File: config.mk
export PLATFORM = sky130hd
export DESIGN_NAME = register_file_scoreboard
export DESIGN_NICKNAME = d
export VERILOG_FILES = /design/src/rtl/register_file_scoreboard_pkg.sv /design/src/rtl/register_file_scoreboard_read_port.sv /design/src/rtl/register_file_scoreboard.sv
export SDC_FILE = /design/constraint.sdc
export NUM_CORES = 1
export LEC_CHECK = 0
export ABC_AREA = 1
export ABC_CLOCK_PERIOD_IN_PS = 8220
export CORE_MARGIN = 2
export CORE_UTILIZATION = 51
export DETAILED_ROUTE_END_ITERATION = 8
export PLACE_DENSITY = 0.7
export SYNTH_ARGS = -nofsm -noshare
export SYNTH_HDL_FRONTEND = slang
export SYNTH_SLANG_ARGS = --single-unit
export TNS_END_PERCENT = 50
File: constraint.sdc
create_clock -name clk -period 8.22 [get_ports clk]
set_clock_uncertainty 0.1 [all_clocks]
set_input_delay 1.233 -clock clk [delete_from_list [all_inputs] [get_ports clk]]
set_output_delay 1.233 -clock clk [all_outputs]
set_load 0.01 [all_outputs]
File: src/rtl/register_file_scoreboard_pkg.sv
// Shared definitions for the GPR file: size codes, register names and the
// alias/lane helpers used by both the write path and every read port.
package register_file_scoreboard_pkg;

  typedef enum logic [2:0] {
    SZ_8  = 3'd0,
    SZ_16 = 3'd1,
    SZ_32 = 3'd2
  } size_e;

  typedef enum logic [2:0] {
    EAX = 3'd0,
    ECX = 3'd1,
    EDX = 3'd2,
    EBX = 3'd3,
    ESP = 3'd4,
    EBP = 3'd5,
    ESI = 3'd6,
    EDI = 3'd7
  } gpr_e;

  // 8-bit numbers 4-7 name AH/CH/DH/BH, which live in registers 0-3.
  function automatic logic [2:0] phys_num(input logic [2:0] size, input logic [2:0] num);
    return (size == SZ_8) ? {1'b0, num[1:0]} : num;
  endfunction

  function automatic logic is_high_byte(input logic [2:0] size, input logic [2:0] num);
    return (size == SZ_8) && num[2];
  endfunction

  function automatic logic [31:0] merge_lanes(input logic [31:0] old_val,
                                              input logic [31:0] data,
                                              input logic [2:0]  size,
                                              input logic [2:0]  num);
    logic [31:0] res;
    case (size)
      SZ_8:    res = is_high_byte(size, num) ? {old_val[31:16], data[7:0], old_val[7:0]}
                                             : {old_val[31:8], data[7:0]};
      SZ_16:   res = {old_val[31:16], data[15:0]};
      default: res = data;
    endcase
    return res;
  endfunction

endpackage

File: src/rtl/register_file_scoreboard_read_port.sv
// One operand read port: alias mapping, write-first forwarding of the
// same-cycle writeback, and the RAW hazard check against pending writes.
module gpr_read_port
  import register_file_scoreboard_pkg::*;
(
  input  logic        rd_en,
  input  logic [2:0]  rd_num,
  input  logic [2:0]  size,
  input  logic [31:0] regs [8],
  input  logic [7:0]  pend,
  input  logic        wb_en,
  input  logic [2:0]  wb_num,
  input  logic [2:0]  wb_size,
  input  logic [31:0] wb_data,
  output logic [31:0] rd_data,
  output logic        hazard
);

  logic [2:0]  p;
  logic [31:0] cur;

  always_comb begin
    p   = phys_num(size, rd_num);
    cur = regs[p];
    if (wb_en && (phys_num(wb_size, wb_num) == p)) begin
      cur = merge_lanes(cur, wb_data, wb_size, wb_num);
    end
    rd_data = '0;
    if (rd_en) begin
      case (size)
        SZ_8:    rd_data = is_high_byte(size, rd_num) ? {24'h0, cur[15:8]} : {24'h0, cur[7:0]};
        SZ_16:   rd_data = {16'h0, cur[15:0]};
        default: rd_data = cur;
      endcase
    end
    hazard = rd_en && pend[p];
  end

endmodule

File: src/rtl/register_file_scoreboard.sv
// GPR file with per-register pending-write scoreboard, NUM_RD size-aware
// read ports and a one-entry valid/ready output register.
module register_file_scoreboard
  import register_file_scoreboard_pkg::*;
#(
  parameter int          NUM_RD    = 2,
  parameter int          SB_W      = 2,
  parameter logic [31:0] RESET_ESP = 32'h0
) (
  input  logic                   clk,
  input  logic                   reset,
  input  logic                   flush,
  input  logic                   d_valid,
  output logic                   d_ready,
  input  logic [2:0]             d_size,
  input  logic [NUM_RD-1:0]      d_rd_en,
  input  logic [3*NUM_RD-1:0]    d_rd_num,
  input  logic                   d_wr_en,
  input  logic [2:0]             d_wr_num,
  output logic                   r_valid,
  input  logic                   r_ready,
  output logic [2:0]             r_size,
  output logic [32*NUM_RD-1:0]   r_rd_data,
  output logic                   r_wr_en,
  output logic [2:0]             r_wr_num,
  input  logic                   wb_reg_en,
  input  logic [2:0]             wb_reg_number,
  input  logic [2:0]             wb_reg_size,
  input  logic [31:0]            wb_reg_data,
  input  logic                   wb_release
);

  localparam logic [SB_W-1:0] CNT_MAX = '1;

  logic [31:0]        regs [8];
  logic [SB_W-1:0]    cnt  [8];
  logic [7:0]         rel;
  logic [7:0]         inc;
  logic [7:0]         pend;
  logic [2:0]         wb_phys;
  logic [2:0]         claim_phys;
  logic               claim_stall;
  logic               accept;
  logic [NUM_RD-1:0]  hazard;
  logic [32*NUM_RD-1:0] rd_data;

  assign wb_phys     = phys_num(wb_reg_size, wb_reg_number);
  assign claim_phys  = phys_num(d_size, d_wr_num);
  // Saturation is judged on the count before any same-cycle release.
  assign claim_stall = d_wr_en && (cnt[claim_phys] == CNT_MAX);
  assign d_ready     = (!r_valid || r_ready) && !(|hazard) && !claim_stall && !flush;
  assign accept      = d_valid && d_ready;

  always_comb begin
    for (int i = 0; i < 8; i++) begin
      rel[i]  = wb_release && (wb_phys == 3'(i)) && (cnt[i] != '0);
      inc[i]  = accept && d_wr_en && (claim_phys == 3'(i));
      pend[i] = (cnt[i] - SB_W'(rel[i])) != '0;
    end
  end

  for (genvar g = 0; g < NUM_RD; g++) begin : g_port
    gpr_read_port u_port (
      .rd_en   (d_rd_en[g]),
      .rd_num  (d_rd_num[3*g +: 3]),
      .size    (d_size),
      .regs    (regs),
      .pend    (pend),
      .wb_en   (wb_reg_en),
      .wb_num  (wb_reg_number),
      .wb_size (wb_reg_size),
      .wb_data (wb_reg_data),
      .rd_data (rd_data[32*g +: 32]),
      .hazard  (hazard[g])
    );
  end

  always_ff @(posedge clk) begin
    if (reset) begin
      for (int i = 0; i < 8; i++) begin
        regs[i] <= (i == 4) ? RESET_ESP : 32'h0;
        cnt[i]  <= '0;
      end
      r_valid   <= 1'b0;
      r_size    <= '0;
      r_rd_data <= '0;
      r_wr_en   <= 1'b0;
      r_wr_num  <= '0;
    end else begin
      if (wb_reg_en) begin
        regs[wb_phys] <= merge_lanes(regs[wb_phys], wb_reg_data, wb_reg_size, wb_reg_number);
      end
      for (int i = 0; i < 8; i++) begin
        if (flush) cnt[i] <= '0;
        else       cnt[i] <= cnt[i] + SB_W'(inc[i]) - SB_W'(rel[i]);
      end
      if (flush) begin
        r_valid <= 1'b0;
      end else if (accept) begin
        r_valid   <= 1'b1;
        r_size    <= d_size;
        r_rd_data <= rd_data;
        r_wr_en   <= d_wr_en;
        r_wr_num  <= d_wr_num;
      end else if (r_ready) begin
        r_valid <= 1'b0;
      end
    end
  end

endmodule

# Yosys cells after proc, flatten, opt, wreduce, memory -nomap -nowiden
# Memories as Yosys holds them, arrays and structs flattened.
# Index checks and enable logic that the tools add are counted.
# Widths: inputs -> output; s select.
[word_totals] in_bits=60 output_inout_bits=73 ram_bits=16 memories=1 elab_cells=212 register_bits=328
[mem_list] name="cnt" depth=8 width=2 rd=9 rd_ports_with_merged_regs=0 write_ports=8 line="register_file_scoreboard.sv:36" rtl="logic [SB_W-1:0] cnt [8];"
[classes] addsub=24 bitwise_logic=20 n_reduce_logical=67 eq_ne=19 mux=62 order_cmp=6
[ops] operator="$mux 32" n=13
[ops] operator="$pmux 32 s2" n=5
[ops] operator="$bmux 32 s3" n=3
[ops] operator="$bwmux 256" n=1
[ops] operator="$demux 32 s3" n=1
[ops] operator="$mux 16" n=3
[ops] operator="$logic_and 1x1->1" n=38
[ops] operator="$reduce_bool 2->1" n=17
[ops] operator="$mux 2" n=16
[ops] operator="$sub 2x1->2" n=16
[ops] operator="$eq 3x3->1 const B" n=8
[ops] operator="$add 2x1->2" n=8
[ops] operator="$mux 8" n=2
[ops] operator="$or 1x1->1" n=16
[ops] operator="$eq 3x1->1 const B" n=4
[ops] operator="$eq 3x2->1 const B" n=4
[ops] operator="$ge 4x4->1 const B" n=3
[ops] operator="$logic_not 3->1" n=4
[ops] operator="$mux 1" n=12
[ops] operator="$mux 3" n=4
[ops] operator="$not 3->4" n=3
[ops] operator="$lt 3x4->1 const B" n=2
[ops] operator="$bmux 1 s3" n=2
[ops] operator="$eq 3x3->1" n=2
[ops] operator="other kinds (7)" n=11

# Depth between registers and ports, before layout
[logic_depth] depth_word=21 ltp_mapped=20 depth_no_buf=18

# Modules after synthesis
# A second synthesis with hierarchy kept.
[unflattened] hier_cells=3733 area_unflattened_um2=22499.1
[modules_own_cells] module="register_file_scoreboard" cells_per_inst=2345 seq_area_each_um2=7046.8 area_per_inst_um2=16102.9 instances=1
[modules_own_cells] module="gpr_read_port" cells_per_inst=694 seq_area_each_um2=0.0 area_per_inst_um2=3198.1 instances=2

# Least setup slack after synthesis
# OpenSTA, ideal clock, no wires.
[synth_timing] path_type="input port to output port" startpoint="input wb_reg_size[0]" endpoint="output d_ready" arrival_ns=3.426 stages=17 n_path_buf=2 required_time_ns=6.887 slack_ns=3.461 cell_sequence="buf_2 inv_2 nand2_2 nand2_1 buf_2 nor2_1 inv_2 a211oi_1 ha_1 inv_1 o311ai_0 nand3_1 nand2_1 inv_1 nand2_1 inv_1 nor2_1"
[synth_between] elab_chain_cells=15 elab_cells_between_ends=53 cone_classes="add/sub: 8; eq/ne: 7; mux: 5; reduce/logical: 33"
[synth_lines] element="start, declared" line="register_file_scoreboard.sv:28" rtl="input logic [2:0] wb_reg_size,"
[synth_lines] element="$logic_not 3->1 (*)" line="register_file_scoreboard_pkg.sv:24" rtl="return (size == SZ_8) ? {1'b0, num[1:0]} : num;"
[synth_lines] element="$mux 3 (*)" line="register_file_scoreboard_pkg.sv:24"
[synth_lines] element="$eq 3x1->1 (tied with other cells)" line="register_file_scoreboard.sv:56" rtl="rel[i] = wb_release && (wb_phys == 3'(i)) && (cnt[i] != '0);"
[synth_lines] element="$logic_and 1x1->1 (2 in a row)" line="register_file_scoreboard.sv:56"
[synth_lines] element="$sub 2x1->2" line="register_file_scoreboard.sv:58" rtl="pend[i] = (cnt[i] - SB_W'(rel[i])) != '0;"
[synth_lines] element="$reduce_bool 2->1" line="register_file_scoreboard.sv:58"
[synth_lines] element="$bmux 1 s3" line="register_file_scoreboard_read_port.sv:36" rtl="hazard = rd_en && pend[p];"
[synth_lines] element="$mux 1 (implied by the code)" line="register_file_scoreboard_read_port.sv:36"
[synth_lines] element="$logic_and 1x1->1" line="register_file_scoreboard_read_port.sv:36"
[synth_lines] element="$reduce_or 2->1 (*)" line="register_file_scoreboard.sv:51" rtl="assign d_ready = (!r_valid || r_ready) && !(|hazard) && !claim_stall && !flush;"
[synth_lines] element="$logic_not 1->1 (*)" line="register_file_scoreboard.sv:51"
[synth_lines] element="$logic_and 1x1->1 (*) (3 in a row)" line="register_file_scoreboard.sv:51"
[synth_lines] element="end, declared" line="register_file_scoreboard.sv:14" rtl="output logic d_ready,"
# Mark *: on every way between the ends. The rest lies on a longest branch, timed or not. The select of a mux whose other input is x is not followed.

# Worst setup path in the final report
[layout_timing] startpoint="input wb_reg_number[1]" endpoint="output d_ready"
[layout_between] elab_chain_cells=14 elab_cells_between_ends=52 cone_classes="add/sub: 8; eq/ne: 7; mux: 5; reduce/logical: 32"
[layout_lines] element="start, declared" line="register_file_scoreboard.sv:27" rtl="input logic [2:0] wb_reg_number,"
[layout_lines] element="$mux 3 (*)" line="register_file_scoreboard_pkg.sv:24"
[layout_lines] element="$eq 3x1->1 (tied with other cells)" line="register_file_scoreboard.sv:56"
[layout_lines] element="$logic_and 1x1->1 (2 in a row)" line="register_file_scoreboard.sv:56"
[layout_lines] element="$sub 2x1->2" line="register_file_scoreboard.sv:58"
[layout_lines] element="$reduce_bool 2->1" line="register_file_scoreboard.sv:58"
[layout_lines] element="$bmux 1 s3" line="register_file_scoreboard_read_port.sv:36"
[layout_lines] element="$mux 1 (implied by the code)" line="register_file_scoreboard_read_port.sv:36"
[layout_lines] element="$logic_and 1x1->1" line="register_file_scoreboard_read_port.sv:36"
[layout_lines] element="$reduce_or 2->1 (*)" line="register_file_scoreboard.sv:51"
[layout_lines] element="$logic_not 1->1 (*)" line="register_file_scoreboard.sv:51"
[layout_lines] element="$logic_and 1x1->1 (*) (3 in a row)" line="register_file_scoreboard.sv:51"
# Marks and branches as above.

==> results.md <==
- Outcome: complete, no violations
- DRT antenna net count: 0
- Final period utilization: 83.4%
- Pwr dens: 195 mW/mm^2
- Setup_tns: 0 ns
- Pin count of the biggest net entering global routing: 132
- Post-synth top cells: nand2_1, o21ai_0, a21oi_1
- I/O Buffers: 132
- Power Total: 4.54 mW
- Core Box Area: 0.0397 mm^2
- RSZ-0062 raised after global routing: no
- Crit path cell chain: clkdlybuf4s50_1 > nor2_1 > clkinv_1 > nor2_1 > inv_2 > a211oi_1 > ha_1 > inv_1 > o311ai_0 > nand3_1 > nand2_1 > inv_1 > nand2_1 > inv_1 > nor2_1 > clkdlybuf4s50_1
- Initial antenna violation count: 2
- MaxCap Viol Count: 0
- Total GRT Usage: 37.7%
- CP endpoint kind: output port
- CTS buffer count: 40
- Post-synth cell types: 44
- Post-CTS sizing: 0
- Latest clock arrival within the worst-skew pair: 0.57 ns
- CP bufs+invs: 7
- H-tree depth: 2
- Synth area leader: dfxtp_1
- Actual slew at the worst max-slew pin: 1.14 ns
- Placement Setup Slack: 1.50 ns
- Ys async rst share: 0%
- Mapped Cells: 3287
- Rows: 73
- Post-synth EDFFs: 16
- Global route overflow: 0
- Max VDD drop: 0.000183 V
- Initial Utilization: 51.6%
- Number of remaining DRC errors: 0
- Main synth FF type: dfxtp_1
- Worst relative slew slack: 24.3%
- I/O pin count: 133
- Via density per instance: 6.13
- Final setup margin: 1.37 ns
- Met3 wire length: 8280 um
- Die Area: 0.0419 mm^2
- DRT iter0 DRCs: 2747
- Register area share after synthesis: 34.3%
- CTS root buf: clkbuf_16
- Layout cells sized above 1: 4.53%
- Synth top area share: 32.0%
- Area grow syn2layout: 13.3%
- Pins Over Slew Limit: 0
- First-pass GRT wire length: 123000 um
- Yosys reg bits: 344
- Hold Vio Cnt, Final: 0
- CTS tree: yes
- Maximum clock insertion buffer count: 3
- Fill count: 3883
- Design area: 0.0233 mm^2
- CP top delay family: buffers and inverters
- Dpl cell area: 0.0219 mm^2
- Final wirelength: 80400 um
- Synth area leaders: dfxtp_1, o21ai_0, a21oi_1
- Final nets: 3337
- DP HPWL: 50400 um
- Setup bufs post-CTS: 0
- Yosys synthesis warning count: 0
- CP startpoint kind: primary input
- Post-synthesis cell area: 0.0205 mm^2
- Critical path type: in -> out
- Clock transition at the registers of the reported paths: 0.06 ns
- Hold WC Path Type: reg -> reg
- DR WL/cell: 21.1 um
- Post-CTS Hold Fix Bufs: 0
- Cell with the most instances after synthesis: nand2_1
- Vias in the first global route: 21800
- Final setup fails: 0
- Crit path DAT: 5.52 ns
- Leak: 9.69 nW
- Wl on met1: 31000 um
- Fmax: 146 MHz
- Syn_area_per_cell: 6.24 um^2
- Met2 routed WL: 35600 um
- Hold slack: 0.372 ns
- Crit Path Max Fanout: 15
- Uppermost layer routed: met4
- Routability cong.: 0.970
- DRT Pass-1 Iters: 6
- Die width: 205 um
- Crit path time final: 6.85 ns
- Largest stage delay, worst path: 0.80 ns
- Routed via count: 23400
- Die Ht: 205 um
- Clk sinks: 344
- Slowest library cell on the worst path: clkdlybuf4s50_1
- Critical Path RT: 6.89 ns
[state kept, by name, indices dropped and copies added (netlist names)]
| register | cells |
|---|---|
| r_valid | 1 |
| r_wr_en | 1 |
| regs | 256 |
| r_rd_data | 64 |
| r_wr_num | 3 |
| r_size | 3 |
| cnt | 16 |
[kinds of logic (layout without fill, tap and decap cells)]
kind of cell / count (synthesis) / count (layout) / synth area share (%)
AO/OA/AOI/OAI: 1200 / 1200 / 30.6
flip-flops: 344 / 344 / 34.3
AND/OR/NAND/NOR: 1191 / 1191 / 23.8
buffers and inverters: 529 / 516 / 10.0
adder cells (fa/ha/maj): 15 / 15 / 0.915
XOR/XNOR: 7 / 7 / 0.299
other: 1 / 18 / 0.0183
[path summary, 6_finish.rpt]
path	start	to	cells past startpoint	slack, ns
max reg2reg	cnt[7][1]$_SDFFCE_PP0P_	cnt[4][0]$_SDFFCE_PN0P_	15	4.53
min	r_size[1]$_SDFFE_PP0P_	r_size[1]$_SDFFE_PP0P_	2	0.37
min reg2reg	r_size[1]$_SDFFE_PP0P_	r_size[1]$_SDFFE_PP0P_	2	0.37
max	wb_reg_number[1]	d_ready	16	1.37
[cells in the final DEF (no fill, tap or decap), types with 9 or more instances in the layout]
cell / instances
dfxtp_1: 328
clkbuf_8: 10
nand2_1: 614
inv_2: 13
o211ai_1: 40
conb_1: 16
nor2_1: 347
a21oi_1: 516
clkbuf_16: 43
nand3_1: 132
o21ai_1: 15
o22ai_1: 27
ha_1: 15
buf_4: 45
edfxtp_1: 16
nand4_1: 46
o21ai_0: 558
inv_1: 255
nor2_4: 9
clkdlybuf4s50_1: 129
or2_2: 10
nor3_1: 14
[where the power goes]
group | internal (mW) | switching (mW)
clock network | 1.13 | 0.752
registers | 1.75 | 0.0521
logic | 0.262 | 0.588
total | 3.15 | 1.39
[routing by layer]
metal,up-vias,track usage (%)
met2,1339,59.0
li1,11000,-
met3,292,6.03
met1,10800,47.4
met4,0,26.4
met5,-,0
[layout make-up]
type | count | area (um^2) | share of cell area [%]
Sequential cell | 344 | 7050 | 30.3
Multi-Input combinational cell | 2429 | 11500 | 49.5
Inverter | 272 | 1030 | 4.42
Clock buffer | 60 | 1240 | 5.33
Timing Repair Buffer | 175 | 1630 | 7.03
Antenna cell | 2 | 5.00 | 0.0215
Clock inverter | 9 | 123 | 0.527
Tap cell | 525 | 657 | 2.82
[stage by stage]
stage | instances | util (%)
after CTS | 3814 | 58.5
after floorplan | 3302 | -
after global routing | 3816 | 58.5
after detailed placement | 3745 | 55.1
final | 3816 | 58.5
after global placement | 3745 | 55.1
[tightest hold or removal path: cells and delay by family (launching register included)]
family           cells  cell delay, ns
DFF                  1            0.33
and+or+nand+nor      2            0.12
(Power assumes the default switching activity.)
